[config.mk]
export PLATFORM = sky130hd
export DESIGN_NAME = mmio_read_mux
export DESIGN_NICKNAME = d
export VERILOG_FILES = /design/src/rtl/mmio_read_mux.sv
export SDC_FILE = /design/constraint.sdc
export NUM_CORES = 1
export LEC_CHECK = 0
export BUFFER_PORTS_ARGS = -buffer_cell sky130_fd_sc_hd__clkbuf_2
export CORE_AREA = 2 2 80 66
export CTS_BUF_LIST = sky130_fd_sc_hd__clkbuf_4
export CTS_CLUSTER_SIZE = 40
export DETAILED_ROUTE_END_ITERATION = 8
export DIE_AREA = 0 0 82 68
export GPL_TIMING_DRIVEN = 0
export PLACE_DENSITY = 0.85
export SETUP_SLACK_MARGIN = 0.15
export SLEW_MARGIN = 20
export SYNTH_ARGS = -nofsm -noshare
export SYNTH_HDL_FRONTEND = slang
export SYNTH_SLANG_ARGS = --single-unit
[constraint.sdc]
create_clock -name clk -period 3.15 [get_ports clk]
set_input_delay 0.315 -clock clk [delete_from_list [all_inputs] [get_ports clk]]
set_output_delay 0.315 -clock clk [all_outputs]
set_load 0.005 [all_outputs]
[src/rtl/mmio_read_mux.sv]
// mmio_read_mux: single-outstanding MMIO read multiplexer.
// A read request latches a source index from the top bits of rd_addr, then
// waits for that source to signal ready (or for a timeout) and returns one
// registered response pulse.
//
// Ports:
//   clk         single clock, rising edge
//   reset       asynchronous reset, active low
//   rd_req      read request, sampled only while idle
//   rd_addr     read address; index field is rd_addr[AW-1 -: log2(NSRC)]
//   src_data    packed source data, source i at [i*DW +: DW]
//   src_ready   per-source data valid (ignored for synchronised sources)
//   rd_busy     high while a read is outstanding
//   rd_valid    one-cycle response pulse
//   rd_data     response data, held between responses
//   rd_err      timeout flag, qualified by rd_valid
//   src_strobe  one-hot pulse to the source whose read completed successfully
module mmio_read_mux #(
    parameter int unsigned     DW        = 16,
    parameter int unsigned     NSRC      = 4,
    parameter int unsigned     AW        = 9,
    parameter int unsigned     TIMEOUT   = 15,
    parameter logic [NSRC-1:0] SYNC_MASK = NSRC'(2)
) (
    input  logic                 clk,
    input  logic                 reset,
    input  logic                 rd_req,
    input  logic [AW-1:0]        rd_addr,
    input  logic [NSRC*DW-1:0]   src_data,
    input  logic [NSRC-1:0]      src_ready,
    output logic                 rd_busy,
    output logic                 rd_valid,
    output logic [DW-1:0]        rd_data,
    output logic                 rd_err,
    output logic [NSRC-1:0]      src_strobe
);

    localparam int unsigned IDX_W = $clog2(NSRC);
    localparam int unsigned CNT_W = $clog2(TIMEOUT + 1);

    localparam logic [0:0] S_IDLE = 1'b0;
    localparam logic [0:0] S_WAIT = 1'b1;

    // Per-source effective data/ready after optional synchronisation
    logic [DW-1:0]   eff_data [NSRC];
    logic [NSRC-1:0] eff_ready;

    for (genvar i = 0; i < NSRC; i++) begin : g_src
        if (SYNC_MASK[i]) begin : g_sync
            // Asynchronous source: 2-flop synchroniser, always considered ready
            logic [DW-1:0] meta;
            logic [DW-1:0] stable;

            always_ff @(posedge clk or negedge reset) begin
                if (!reset) begin
                    meta   <= '0;
                    stable <= '0;
                end else begin
                    meta   <= src_data[i*DW +: DW];
                    stable <= meta;
                end
            end

            assign eff_data[i]  = stable;
            assign eff_ready[i] = 1'b1;
        end else begin : g_direct
            assign eff_data[i]  = src_data[i*DW +: DW];
            assign eff_ready[i] = src_ready[i];
        end
    end

    // Low address bits and ready of synchronised sources do not affect the response
    logic unused_inputs;
    assign unused_inputs = ^{rd_addr[AW-IDX_W-1:0], src_ready & SYNC_MASK};

    logic [0:0]       state, state_n;
    logic [IDX_W-1:0] idx, idx_n;
    logic [CNT_W-1:0] cnt, cnt_n;
    logic             busy_n;
    logic             valid_n;
    logic             err_n;
    logic [DW-1:0]    data_n;
    logic [NSRC-1:0]  strobe_n;
    logic             sel_ready;
    logic [DW-1:0]    sel_data;

    assign sel_ready = eff_ready[idx];
    assign sel_data  = eff_data[idx];

    // State and registered outputs
    always_ff @(posedge clk or negedge reset) begin
        if (!reset) begin
            state      <= S_IDLE;
            idx        <= '0;
            cnt        <= '0;
            rd_busy    <= 1'b0;
            rd_valid   <= 1'b0;
            rd_err     <= 1'b0;
            rd_data    <= '0;
            src_strobe <= '0;
        end else begin
            state      <= state_n;
            idx        <= idx_n;
            cnt        <= cnt_n;
            rd_busy    <= busy_n;
            rd_valid   <= valid_n;
            rd_err     <= err_n;
            rd_data    <= data_n;
            src_strobe <= strobe_n;
        end
    end

    // Next-state and next-output logic
    always_comb begin
        state_n  = state;
        idx_n    = idx;
        cnt_n    = cnt;
        valid_n  = 1'b0;
        err_n    = 1'b0;
        data_n   = rd_data;
        strobe_n = '0;

        case (state)
            S_IDLE: begin
                if (rd_req) begin
                    state_n = S_WAIT;
                    idx_n   = rd_addr[AW-1 -: IDX_W];
                    cnt_n   = '0;
                end
            end
            S_WAIT: begin
                // Ready wins over timeout when both occur on the same edge
                if (sel_ready) begin
                    state_n  = S_IDLE;
                    valid_n  = 1'b1;
                    data_n   = sel_data;
                    strobe_n = NSRC'(1) << idx;
                end else if (cnt == CNT_W'(TIMEOUT - 1)) begin
                    state_n = S_IDLE;
                    valid_n = 1'b1;
                    err_n   = 1'b1;
                    data_n  = '0;
                    cnt_n   = '0;
                end else begin
                    cnt_n = cnt + CNT_W'(1);
                end
            end
            default: begin
                state_n = S_IDLE;
            end
        endcase

        busy_n = (state_n == S_WAIT);
    end

endmodule

; Word level (Yosys, flattened, before mapping)
; Index checks and enable logic that the tools add are counted.
[word_totals]
ff_bits = 61
latchBits = 0
ram_bits = 0
mem_bits_ro = 0
in_bits = 80
mem_count = 0
[op_classes]
n_addsub = 1
multipliers = 0
n_div = 0
n_lt_le_gt_ge = 2
eq_ne = 3
n_shift = 1
muxes = 22
bitwise_logic = 2
n_reduce_logical = 4
[ops]
columns = op, count
row1 = 16-bit two-way mux, 4
row2 = 16-bit binary-select mux with 2-bit select, 1
row3 = 4-bit two-way mux, 5
row4 = 1-bit two-way mux, 9
row5 = 4-bit one-hot mux with 2 select lines, 1
row6 = 2-bit AND reduction, 3
row7 = "4-bit by 1-bit adder with 4-bit output, second input constant", 1
row8 = "4-bit equality test, second input constant", 1
row9 = "2-bit inequality test, second input constant", 2
row10 = "1-bit by 2-bit << shifter with 4-bit output, first input constant", 1
row11 = "3-bit >= comparator, second input constant", 1
row12 = "2-bit by 3-bit less-than comparator with 1-bit output, second input constant", 1
row13 = 2-bit NOT with 3-bit output, 1
row14 = 1-bit binary-select mux with 2-bit select, 1
row15 = 1-bit one-hot mux with 2 select lines, 1
row16 = 2-bit nonzero test, 1
row17 = 1-bit NOT, 1

; Longest topological paths before layout
[logic_depth]
ltp_word = 5
ltp_mapped = 7

; Worst setup path before layout
; Ideal clock, no wire load.
[synth_path]
path_kind = register to register
startpoint = register idx[1]
endpoint = register cnt[2]
setup_time_ps = 118
t_arrival_ps = 1503
t_required_ps = 3032
slack_ps = 1528
stages_incl_launch_ff = 7
n_path_buf = 2
synth_period_minus_slack_ps = 1622
path_cell_list = dfrtp_1 buf_6 mux2_4 o311a_1 buf_6 o21bai_1 a21o_1
[synth_between]
elab_chain_len = 4
[synth_rtl]
columns = item, line_no
row1 = start: declaration, 77  ; logic [IDX_W-1:0] idx, idx_n;
row2 = start signal: assignment, 103  ; idx <= idx_n;
row3 = 1-bit binary-select mux with 2-bit select, 87  ; assign sel_ready = eff_ready[idx];
row4 = 1-bit two-way mux (implied by the code), 87
row5 = 2-bit inequality test (no source line), -
row6 = 2-bit AND reduction (no source line), -
row7 = end signal: assignment, 104  ; cnt <= cnt_n;
row8 = end: declaration, 78  ; logic [CNT_W-1:0] cnt, cnt_n;
; No other way between the ends. The select of a mux whose other input is x is not followed.
; A chain may end at the register's enable or synchronous reset.

; Worst setup path in the final report
[layout_path]
startpoint = register cnt[0]
endpoint = register rd_data[9]
[layout_between]
elab_chain_len = 3
[layout_rtl]
columns = item, line_no
row1 = 4-bit equality test, 138  ; end else if (cnt == CNT_W'(TIMEOUT - 1)) begin
row2 = 2-bit nonzero test (no source line), -
row3 = 2-bit AND reduction (no source line), -
row4 = end signal: assignment, 108  ; rd_data <= data_n;
row5 = end: declaration, 33  ; output logic [DW-1:0] rd_data,
; No other way between the ends.

==> results_dict.tcl <==
set metrics [dict create \
    holdPathStages 2 \
    final_common_cell "clkbuf_2" \
    synth_top_family_by_area "multiplexers" \
    yosys.area_share.adder_pct 1.02 \
    ys_types 29 \
    fp.dieW_um 82 \
    cp-start-kind "register" \
    grtUsageMet1_pct 26.1 \
    drt_wl_total_um 5580 \
    fin_cells 352 \
    seq_area_mm2 0.00153 \
    ys_seq_elements 61 \
    post-route-period-util_pct 59.1 \
    grt_use_met2_pct 37.5 \
    dpl_cell_area_mm2 0.00304 \
    hp-class "in -> reg" \
    grt-busiest-layer "met2" \
    p_switching_mw 0.893 \
    finalWeightedCongestion 0.771 \
    multi_input_area_um2 843 \
    synth-simple-area-share_pct 8.74 \
    path_class "reg -> reg" \
    synth_mux_area_share_pct 16.2 \
    syn_avg_cell_area_um2 15.2 \
    firstDrtPassIters 4 \
    crit_path_start "cnt[0]" \
    drc_errors 0 \
    arrival_ps 2140 \
    cts_buffer_depth 2 \
    ant_nets 0 \
    max_slew_margin_pct 58.3 \
    root_buffer "clkbuf_4" \
    cts_max_level 3 \
    finalSetupViolCount 0 \
    drive_above_1_share_pct 48.3 \
    fin_skew_ps 8.08 \
    drv_slew 0 \
    die_h_um 68 \
    dpl.hpwl_um 4010 \
    p_clk_share_pct 19.5 \
    n_fill_cell 368 \
    hold_viol 0 \
    max-cap-violations 0 \
    required_ps 3430 \
    leakage_nw 1.80 \
    rsz0062_at_grt "false" \
    fin_crit_ps 1860 \
    sw_frac_of_total_pct 32.9 \
    post-place-ws_ps 1320 \
    status "finished clean" \
    synthXorXnorAreaFrac_pct 0 \
    cts_setup_buffers 0 \
    dieArea_mm2 0.00558 \
    ios 103 \
    synth_warnings 0 \
    tns_ps 0 \
    cts_buffers 9 \
    synth-compound-area-share_pct 8.33 \
    grt_overflow 0 \
    drtIter0Drc 68 \
    rows 23 \
    port_buffers 94 \
    antenna_found_initial 0 \
    ys_seq_area_share_pct 62.0 \
    grt_pass1_wl_um 8710 \
    cts_resized 0 \
    power_mw 2.71 \
    finalNetCount 367 \
    netlist_instances 162 \
    track_usage_pct 22.3 \
    vias_per_cell 5.11 \
    regToRegStartpoint "cnt[0]" \
    worstMarginPinSlew_ps 625 \
    hp-start "rd_addr[8]" \
    rr_worst_depth 6 \
    cts_tree "done" \
    ir_worst_vdd_mv 0.415 \
    fin_util_pct 69.3 \
    seq_power_share_pct 38.8 \
    synth.net_count 244 \
    endpoint_kind "register" \
    combPwrFrac_pct 41.8 \
    syn-cell-area_mm2 0.00246 \
    hold_buffers 17 \
    layout_common_cells "clkbuf_2, dfrtp_1, a21o_1" \
    antenna_cells 0 \
    grt_max_degree 47 \
    internal_power_mw 1.82 \
    fin_ws_ps 1290 \
    path_clk_slew_ps 100 \
    grt_pass1_vias 1879 \
    cts.sinks 61 \
    vias 1799 \
    crit_path_max_fanout 10 \
    max_freq_mhz 537 \
    post-place-cells 319 \
    whs_ps 156 \
    start_util_pct 50.9 \
    power_density_mw_per_mm2 810 \
    wl_per_cell_um 15.8 \
    worstSkewPairLatency_ps 390 \
    area_growth_pct 36.0 \
    grtUsageMet3_pct 6.33 \
    coreArea_mm2 0.00483 \
    final_cell_area_mm2 0.00335 \
]
[state kept, by name, summed over array words and instances (netlist names)]
signal and count:
g_src.g_sync.meta 16, idx 2, src_strobe 4, rd_valid 1, rd_err 1, cnt 4, g_src.g_sync.stable 16, state 1
rd_data 16
[worst max-delay path, stage by stage, from the launching register on]
cell and delay [ps]:
dfrtp_1 450, inv_1 80, ha_1 190, nand4_1 330, clkbuf_1 320, and3_1 240, a21o_1 150
[power by group through the flow]
stage	clock network [mW]	registers (mW)	logic, mW
finish	0.528	1.05	1.13
global route	0.583	1.07	1.25
CTS	0.549	1.05	1.15
detailed placement	0	1.07	1.13
global placement	0	1.06	1.08
floorplan	0	1.06	0.757
[final cells by class]
cell class / instances / area share (%)
inverters: 3 / 0.336
multi-input cells: 86 / 25.2
repair buffers: 112 / 20.0
clock buffers: 10 / 2.24
plain buffers: 12 / 2.43
flip-flops and latches: 61 / 45.6
well taps: 62 / 2.32
clock inverters: 6 / 1.91
[cells by family (layout without fill, tap and decap cells)]
| kind of cell | Yosys count | after routing |
|---|---|---|
| and+or+nand+nor | 38 | 38 |
| adders and majority gates | 2 | 2 |
| buffers and inverters | 15 | 143 |
| muxes | 19 | 19 |
| AOI/OAI and AO/OA | 27 | 27 |
| DFF | 61 | 61 |
[cell usage after synthesis (all sizes together)]
cell / number / area share (%)
nand2b: 1 / 0.25
mux2: 3 / 1.5
and2: 1 / 0.25
nand4b: 1 / 0.36
nor3b: 1 / 0.30
nand4: 2 / 0.51
nor2b: 1 / 0.25
o311a: 1 / 0.41
a21oi: 2 / 0.41
clkbuf: 4 / 0.66
o21a: 1 / 0.30
mux4: 16 / 15
o211ai: 1 / 0.51
nand3b: 1 / 0.30
o21bai: 1 / 0.30
a21o: 19 / 5.8
buf: 8 / 2.6
inv: 3 / 0.46
ha: 2 / 1.0
and3: 17 / 4.3
nor2: 3 / 0.46
nand3: 1 / 0.20
nor3: 3 / 0.61
o31ai: 2 / 0.61
dfrtp: 61 / 62
nand2: 6 / 0.91
[per-layer routing]
metal,share of wire [%],up-vias
li1,-,841
met1,39,881
met2,54,65
met3,4.6,12
met4,2.1,0
met5,0,-
[worst paths after layout]
path,slack [ps],end
setup / recovery,1290,rd_data[9]
hold / removal,160,idx[1]
setup reg to reg,1290,rd_data[9]
hold reg to reg,360,g_src[1].g_sync.stable[9]
max in group asynchronous,2310,g_src[1].g_sync.stable[1]
min in group asynchronous,350,src_strobe[1]
Power figures use the tool's default switching activity.
